## config.mk

```make
export PLATFORM = sky130hd
export DESIGN_NAME = regm_sb_flat
export DESIGN_NICKNAME = d
export VERILOG_FILES = /design/src/rtl/regm_pkg.sv /design/src/rtl/regm_sb_if.sv /design/src/rtl/regm_scoreboard.sv /design/src/rtl/regm_sb.sv /design/src/flat_wrapper.sv
export SDC_FILE = /design/constraint.sdc
export NUM_CORES = 2
export LEC_CHECK = 0
export CAP_MARGIN = 25
export CORE_ASPECT_RATIO = 1.5
export CORE_UTILIZATION = 40
export DETAILED_ROUTE_END_ITERATION = 10
export HOLD_SLACK_MARGIN = 0.12
export SYNTH_ARGS = -nofsm -noshare
export SYNTH_HDL_FRONTEND = slang
export SYNTH_SLANG_ARGS = --single-unit
```

## constraint.sdc

```tcl
create_clock -name clk -period 6.9 [get_ports clk]
set_input_delay 1.035 -clock clk [delete_from_list [all_inputs] [get_ports clk]]
set_output_delay 1.035 -clock clk [all_outputs]
set_load 0.05 [all_outputs]
```

## src/rtl/regm_pkg.sv

```systemverilog
// Shared defaults and address-width helper for the regm_sb register file.
package regm_pkg;

    localparam int DEF_WIDTH = 32;
    localparam int DEF_DEPTH = 32;
    localparam int DEF_NRD   = 2;

    function automatic int calc_aw(input int depth);
        return $clog2(depth);
    endfunction

endpackage

```

## src/rtl/regm_sb_if.sv

```systemverilog
// Bus bundle for regm_sb: read ports, two write ports, issue port and busy count.
interface regm_sb_if
    import regm_pkg::*;
#(
    parameter int WIDTH = DEF_WIDTH,
    parameter int DEPTH = DEF_DEPTH,
    parameter int NRD   = DEF_NRD
);
    localparam int AW = calc_aw(DEPTH);

    logic [NRD*AW-1:0]    rd_addr;
    logic [NRD*WIDTH-1:0] rd_data;
    logic [NRD-1:0]       rd_busy;
    logic                 wr0_en;
    logic [AW-1:0]        wr0_addr;
    logic [WIDTH-1:0]     wr0_data;
    logic                 wr1_en;
    logic [AW-1:0]        wr1_addr;
    logic [WIDTH-1:0]     wr1_data;
    logic                 iss_en;
    logic [AW-1:0]        iss_addr;
    logic [AW:0]          busy_cnt;

    modport master (
        output rd_addr, wr0_en, wr0_addr, wr0_data, wr1_en, wr1_addr, wr1_data,
               iss_en, iss_addr,
        input  rd_data, rd_busy, busy_cnt
    );

    modport slave (
        input  rd_addr, wr0_en, wr0_addr, wr0_data, wr1_en, wr1_addr, wr1_data,
               iss_en, iss_addr,
        output rd_data, rd_busy, busy_cnt
    );

endinterface

```

## src/rtl/regm_scoreboard.sv

```systemverilog
// Busy-bit scoreboard: issue sets, writeback clears (set wins), registered popcount.
module regm_scoreboard
    import regm_pkg::*;
#(
    parameter int  DEPTH = DEF_DEPTH,
    parameter int  NRD   = DEF_NRD,
    localparam int AW    = calc_aw(DEPTH)
) (
    input  logic            clk,
    input  logic            rst_n,
    input  logic            wr0_ok,
    input  logic [AW-1:0]   wr0_addr,
    input  logic            wr1_ok,
    input  logic [AW-1:0]   wr1_addr,
    input  logic            iss_ok,
    input  logic [AW-1:0]   iss_addr,
    input  logic [NRD*AW-1:0] rd_addr,
    output logic [NRD-1:0]  rd_busy,
    output logic [AW:0]     busy_cnt
);
    localparam int CW = AW + 1;

    logic [DEPTH-1:0] busy_q, busy_d;
    logic [AW:0]      busy_cnt_q, busy_cnt_d;

    // Clears first so an issue in the same cycle leaves the register busy.
    always_comb begin
        busy_d = busy_q;
        if (wr0_ok) busy_d[wr0_addr] = 1'b0;
        if (wr1_ok) busy_d[wr1_addr] = 1'b0;
        if (iss_ok) busy_d[iss_addr] = 1'b1;
    end

    always_comb begin
        busy_cnt_d = '0;
        for (int i = 0; i < DEPTH; i++) begin
            busy_cnt_d = busy_cnt_d + CW'(busy_d[i]);
        end
    end

    // A same-cycle writeback hides the old busy bit; a same-cycle issue shows up next cycle.
    always_comb begin
        logic [AW-1:0] a;
        a       = '0;
        rd_busy = '0;
        for (int k = 0; k < NRD; k++) begin
            a = rd_addr[k*AW +: AW];
            rd_busy[k] = busy_q[a] && !((wr0_ok && (wr0_addr == a)) || (wr1_ok && (wr1_addr == a)));
        end
    end

    always_ff @(posedge clk or negedge rst_n) begin
        if (!rst_n) begin
            busy_q     <= '0;
            busy_cnt_q <= '0;
        end else begin
            busy_q     <= busy_d;
            busy_cnt_q <= busy_cnt_d;
        end
    end

    assign busy_cnt = busy_cnt_q;

endmodule

```

## src/rtl/regm_sb.sv

```systemverilog
// Multi-port register file with write bypass and an issue/writeback busy scoreboard.
module regm_sb
    import regm_pkg::*;
#(
    parameter int WIDTH    = DEF_WIDTH,
    parameter int DEPTH    = DEF_DEPTH,
    parameter int NRD      = DEF_NRD,
    parameter int ZERO_REG = 1
) (
    input  logic     clk,
    input  logic     rst_n,
    regm_sb_if.slave bus
);
    localparam int AW = calc_aw(DEPTH);

    logic [WIDTH-1:0]     mem_q [DEPTH];
    logic [WIDTH-1:0]     mem_d [DEPTH];
    logic                 wr0_ok, wr1_ok, iss_ok;
    logic [NRD*WIDTH-1:0] rd_data;
    logic [NRD-1:0]       rd_busy;
    logic [AW:0]          busy_cnt;

    // Qualified enables: nothing acts during reset, and register 0 is inert when hardwired.
    always_comb begin
        wr0_ok = rst_n && bus.wr0_en && !((ZERO_REG != 0) && (bus.wr0_addr == '0));
        wr1_ok = rst_n && bus.wr1_en && !((ZERO_REG != 0) && (bus.wr1_addr == '0));
        iss_ok = rst_n && bus.iss_en && !((ZERO_REG != 0) && (bus.iss_addr == '0));
    end

    always_comb begin
        mem_d = mem_q;
        if (wr0_ok) mem_d[bus.wr0_addr] = bus.wr0_data;
        if (wr1_ok) mem_d[bus.wr1_addr] = bus.wr1_data;
    end

    always_ff @(posedge clk or negedge rst_n) begin
        if (!rst_n) begin
            for (int i = 0; i < DEPTH; i++) mem_q[i] <= '0;
        end else begin
            mem_q <= mem_d;
        end
    end

    always_comb begin
        logic [AW-1:0]    a;
        logic [WIDTH-1:0] v;
        a       = '0;
        v       = '0;
        rd_data = '0;
        for (int k = 0; k < NRD; k++) begin
            a = bus.rd_addr[k*AW +: AW];
            v = mem_q[a];
            if (wr0_ok && (bus.wr0_addr == a)) v = bus.wr0_data;
            if (wr1_ok && (bus.wr1_addr == a)) v = bus.wr1_data;
            if (((ZERO_REG != 0) && (a == '0)) || !rst_n) v = '0;
            rd_data[k*WIDTH +: WIDTH] = v;
        end
    end

    regm_scoreboard #(
        .DEPTH (DEPTH),
        .NRD   (NRD)
    ) u_scoreboard (
        .clk      (clk),
        .rst_n    (rst_n),
        .wr0_ok   (wr0_ok),
        .wr0_addr (bus.wr0_addr),
        .wr1_ok   (wr1_ok),
        .wr1_addr (bus.wr1_addr),
        .iss_ok   (iss_ok),
        .iss_addr (bus.iss_addr),
        .rd_addr  (bus.rd_addr),
        .rd_busy  (rd_busy),
        .busy_cnt (busy_cnt)
    );

    assign bus.rd_data  = rd_data;
    assign bus.rd_busy  = rd_busy;
    assign bus.busy_cnt = busy_cnt;

endmodule

```

## src/flat_wrapper.sv

```systemverilog
// flat-port wrapper written by rule: the top's interface ports become plain ports
module regm_sb_flat import regm_pkg::*;
#(
    parameter int WIDTH    = DEF_WIDTH,
    parameter int DEPTH    = DEF_DEPTH,
    parameter int NRD      = DEF_NRD,
    parameter int ZERO_REG = 1
)
  (clk, rst_n, bus_rd_addr, bus_wr0_en, bus_wr0_addr, bus_wr0_data, bus_wr1_en, bus_wr1_addr, bus_wr1_data, bus_iss_en, bus_iss_addr, bus_rd_data, bus_rd_busy, bus_busy_cnt);
  regm_sb_if #(.WIDTH(WIDTH), .DEPTH(DEPTH), .NRD(NRD)) bus_i ();
  input  logic clk;
  input  logic rst_n;
  input wire logic [$bits(bus_i.rd_addr)-1:0] bus_rd_addr;
  input wire logic [$bits(bus_i.wr0_en)-1:0] bus_wr0_en;
  input wire logic [$bits(bus_i.wr0_addr)-1:0] bus_wr0_addr;
  input wire logic [$bits(bus_i.wr0_data)-1:0] bus_wr0_data;
  input wire logic [$bits(bus_i.wr1_en)-1:0] bus_wr1_en;
  input wire logic [$bits(bus_i.wr1_addr)-1:0] bus_wr1_addr;
  input wire logic [$bits(bus_i.wr1_data)-1:0] bus_wr1_data;
  input wire logic [$bits(bus_i.iss_en)-1:0] bus_iss_en;
  input wire logic [$bits(bus_i.iss_addr)-1:0] bus_iss_addr;
  output wire logic [$bits(bus_i.rd_data)-1:0] bus_rd_data;
  output wire logic [$bits(bus_i.rd_busy)-1:0] bus_rd_busy;
  output wire logic [$bits(bus_i.busy_cnt)-1:0] bus_busy_cnt;
  assign bus_i.rd_addr = bus_rd_addr;
  assign bus_i.wr0_en = bus_wr0_en;
  assign bus_i.wr0_addr = bus_wr0_addr;
  assign bus_i.wr0_data = bus_wr0_data;
  assign bus_i.wr1_en = bus_wr1_en;
  assign bus_i.wr1_addr = bus_wr1_addr;
  assign bus_i.wr1_data = bus_wr1_data;
  assign bus_i.iss_en = bus_iss_en;
  assign bus_i.iss_addr = bus_iss_addr;
  assign bus_rd_data = bus_i.rd_data;
  assign bus_rd_busy = bus_i.rd_busy;
  assign bus_busy_cnt = bus_i.busy_cnt;
  regm_sb #(.WIDTH(WIDTH), .DEPTH(DEPTH), .NRD(NRD), .ZERO_REG(ZERO_REG)) u_core (.clk(clk), .rst_n(rst_n), .bus(bus_i));
endmodule
```

==> flow_metrics.tcl <==
set metrics [dict create \
    numCtsBuffers 109 \
    syn_area_per_cell_um2 10.3 \
    crit_required_ps 7580 \
    start_util_pct 40.2 \
    cts_buffer_depth 3 \
    detail_route.wl_per_cell_um 34.4 \
    drv_slew 0 \
    yosys.area_share.simple_pct 8.89 \
    coreArea_mm2 0.169 \
    place_worst_setup_slack_ps -296 \
    final.setup.worst_slack_ps 301 \
    placedCellCount 8516 \
    grt_pass1_vias 56900 \
    powerDensity_mw_per_mm2 287 \
    tns_ps 0 \
    area_growth_pct 13.0 \
    die-area_mm2 0.172 \
    p_leak_nw 33.4 \
    cp.arrival_ps 7280 \
    detail-route-antenna-nets 0 \
    cts_resized 0 \
    slowest_stage "fa_1" \
    period_share_pct 95.6 \
    fp.dieW_um 339 \
    grt_max_degree 152 \
    synth_area_leader_cell "dfrtp_1" \
    synth_fa_ha_area_share_pct 0.835 \
    p_int_mw 14.8 \
    synth_flop_cell "dfrtp_1" \
    cts_setup_buffers 0 \
    overflow 0 \
    cts_max_level 3 \
    fin_util_pct 45.4 \
    tightest_slew_ps 1200 \
    drc_errors 0 \
    synth-edff-count 0 \
    antenna_found_initial 13 \
    cts_tree "yes" \
    setup_viol 0 \
    die_h_um 507 \
    rsz0062_at_grt "no" \
    nets 6509 \
    yosys_warnings 0 \
    via_per_inst 6.61 \
    holdCritPathClass "reg2reg" \
    multi_input_area_mm2 0.0383 \
    clock_power_share_pct 29.5 \
    critPathMaxStageDelay_ps 600 \
    switching_power_mw 7.28 \
    row_count 185 \
    cts.sinks 1062 \
    seq_area_frac_synth_pct 39.0 \
    synthTopCellsByArea "dfrtp_1, mux4_2, mux2i_1, a21oi_1, nand2_1" \
    seq_power_share_pct 40.7 \
    synth_xor_area_share_pct 0.296 \
    synth_compound_area_share_pct 12.3 \
    synth_area_mm2 0.0681 \
    finalNonFillerCells 8724 \
    synth_top_family_by_area "multiplexers" \
    status "finished, final reports clean" \
    path_max_fanout 9 \
    io_pins 166 \
    async_flop_share_pct 100 \
    crit_path_cell_trace "dlygate4sd3_1 > buf_8 > nand2_1 > nor3_1 > buf_4 > nand2_1 > a32o_1 > inv_1 > fa_1 > fa_1 > fa_1 > fa_1 > fa_1 > inv_1 > fa_1 > ha_1 > fa_1 > a21o_1 > a21oi_1 > xnor2_1" \
    netlist_instances 6586 \
    portBuffers 165 \
    wirelength_um 300000 \
    synth_top_area_share_pct 39.0 \
    hold_ws_ps 399 \
    clk_latency_ps 780 \
    critPathCaptureType "flip-flop" \
    comb_power_share_pct 29.9 \
    criticalPathCategory "in2reg" \
    yosys_register_bits 1062 \
    path_clk_slew_ps 70 \
    min_period_ps 6600 \
    hpwlAfterDp_um 175000 \
    hold_viol 0 \
    syn-num-nets 6711 \
    ff_latch_area_mm2 0.0266 \
    firstDrtPassIters 8 \
    grt_pass1_wl_um 423000 \
    groute.usage.overall_pct 34.2 \
    via_count 57700 \
    synthMuxAreaShare_pct 33.1 \
    finalClockSkew_ps 25.9 \
    drive_gt1_share_pct 21.0 \
    ir_worst_vdd_uv 373 \
    place.gp.congestion 0.952 \
    cts-root-buf "clkbuf_16" \
    timing.fmax_mhz 152 \
    cp_common_cell "fa_1" \
    slew_headroom_pct 19.9 \
    synthTopCellsByCount "dfrtp_1, mux2i_1, nand2_1" \
    synth_cell_type_count 60 \
    yosysMostFrequentCell "dfrtp_1" \
    cap_violations 0 \
    switching_share_pct 33.0 \
    fillers 15400 \
    drt_iter0_drc 7951 \
    startpoint_type "input pin" \
]
## cells in the final DEF (no fill, tap or decap), types with 49 or more instances in the layout
master	instances
inv_1	54
nor2_1	652
a31oi_1	66
clkdlybuf4s50_1	88
a211oi_1	49
mux4_2	492
a21oi_1	570
nand2_1	654
dfrtp_1	1062
clkbuf_16	111
mux2_2	123
buf_12	72
o21ai_0	491
buf_4	361
a32oi_1	58
mux2i_1	1007
## power groups by stage
stage               Combinational [mW]  Sequential [mW]  Clock, mW
floorplan                         4.80             8.56          0
global placement                  6.45             8.91          0
detailed placement                6.54             9.01          0
finish                            6.59             8.98       6.51
global route                      7.17             9.10       6.75
CTS                               6.56             8.90       6.54
## cell type report
class	instances	area share (%)
Multi-Input combinational cell	4624	49.8
Sequential cell	1062	34.6
Timing Repair Buffer	532	6.78
Clock buffer	158	4.19
Tap cell	2244	3.65
Clock inverter	43	0.749
Inverter	55	0.269
Antenna cell	6	0.0195
## metrics by stage
stage,power [mW],cell area [um^2]
after floorplan,13.4,68100
after global placement,15.4,73000
after detailed placement,15.5,73100
after CTS,22.0,76900
after global routing,23.0,76900
final,22.1,76900
## cells by family (layout without fill, tap and decap cells)
logic type                 after synthesis  count (layout)
xor gates and xnor gates                23              23
muxes                                 1622            1622
adders and majority gates               31              31
and+or+nand+nor                       1513            1513
buffers and inverters                  900             788
other                                    0               6
DFF                                   1062            1062
AOI/OAI and AO/OA                     1435            1435
## repair_timing
action / 4_1_cts / 5_1_grt
hold endpoints to repair: 1 / 0
setup endpoints to repair: 0 / 0
hold buffers: 1 / 0
## routing by layer
metal	track usage [%]	part of all wire (%)	vias to the layer above
li1	-	-	23500
met1	40.7	36	28700
met2	52.8	45	4165
met3	7.90	10	1328
met4	28.1	9.3	14
met5	0	0.028	-
## worst max-delay path, delay by kind of cell
kind                     cells  cell delay [ps]
AND/OR/NAND/NOR              3              580
XOR/XNOR                     1              140
adder cells (fa/ha/maj)      8             3670
AO/OA/AOI/OAI                3              630
buffers and inverters        5             1160
## state kept, by name, summed over array words and instances, names as in the netlist
signal and count:
u_core.u_scoreboard.busy_cnt 6, u_core.u_scoreboard.busy_q 32, u_core.mem_q 1024
## worst paths after layout
| kind | startpoint | to | slack [ps] | cells past startpoint |
|---|---|---|---|---|
| worst max-delay path | rst_n | u_core.u_scoreboard.busy_cnt[4]$_DFF_PN0_ | 300 | 20 |
| worst max register to register | u_core.u_scoreboard.busy_q[1]$_DFF_PN0_ | u_core.u_scoreboard.busy_cnt[4]$_DFF_PN0_ | 1440 | 15 |
| max in group asynchronous | rst_n | u_core.mem_q[744]$_DFF_PN0_ | 3070 | 6 |
| worst min register to register | u_core.mem_q[1010]$_DFF_PN0_ | u_core.mem_q[1010]$_DFF_PN0_ | 400 | 0 |
| min in group asynchronous | rst_n | u_core.mem_q[175]$_DFF_PN0_ | 700 | 2 |
| worst min-delay path | u_core.mem_q[1010]$_DFF_PN0_ | u_core.mem_q[1010]$_DFF_PN0_ | 400 | 0 |
Power figures use the tool's default switching activity.
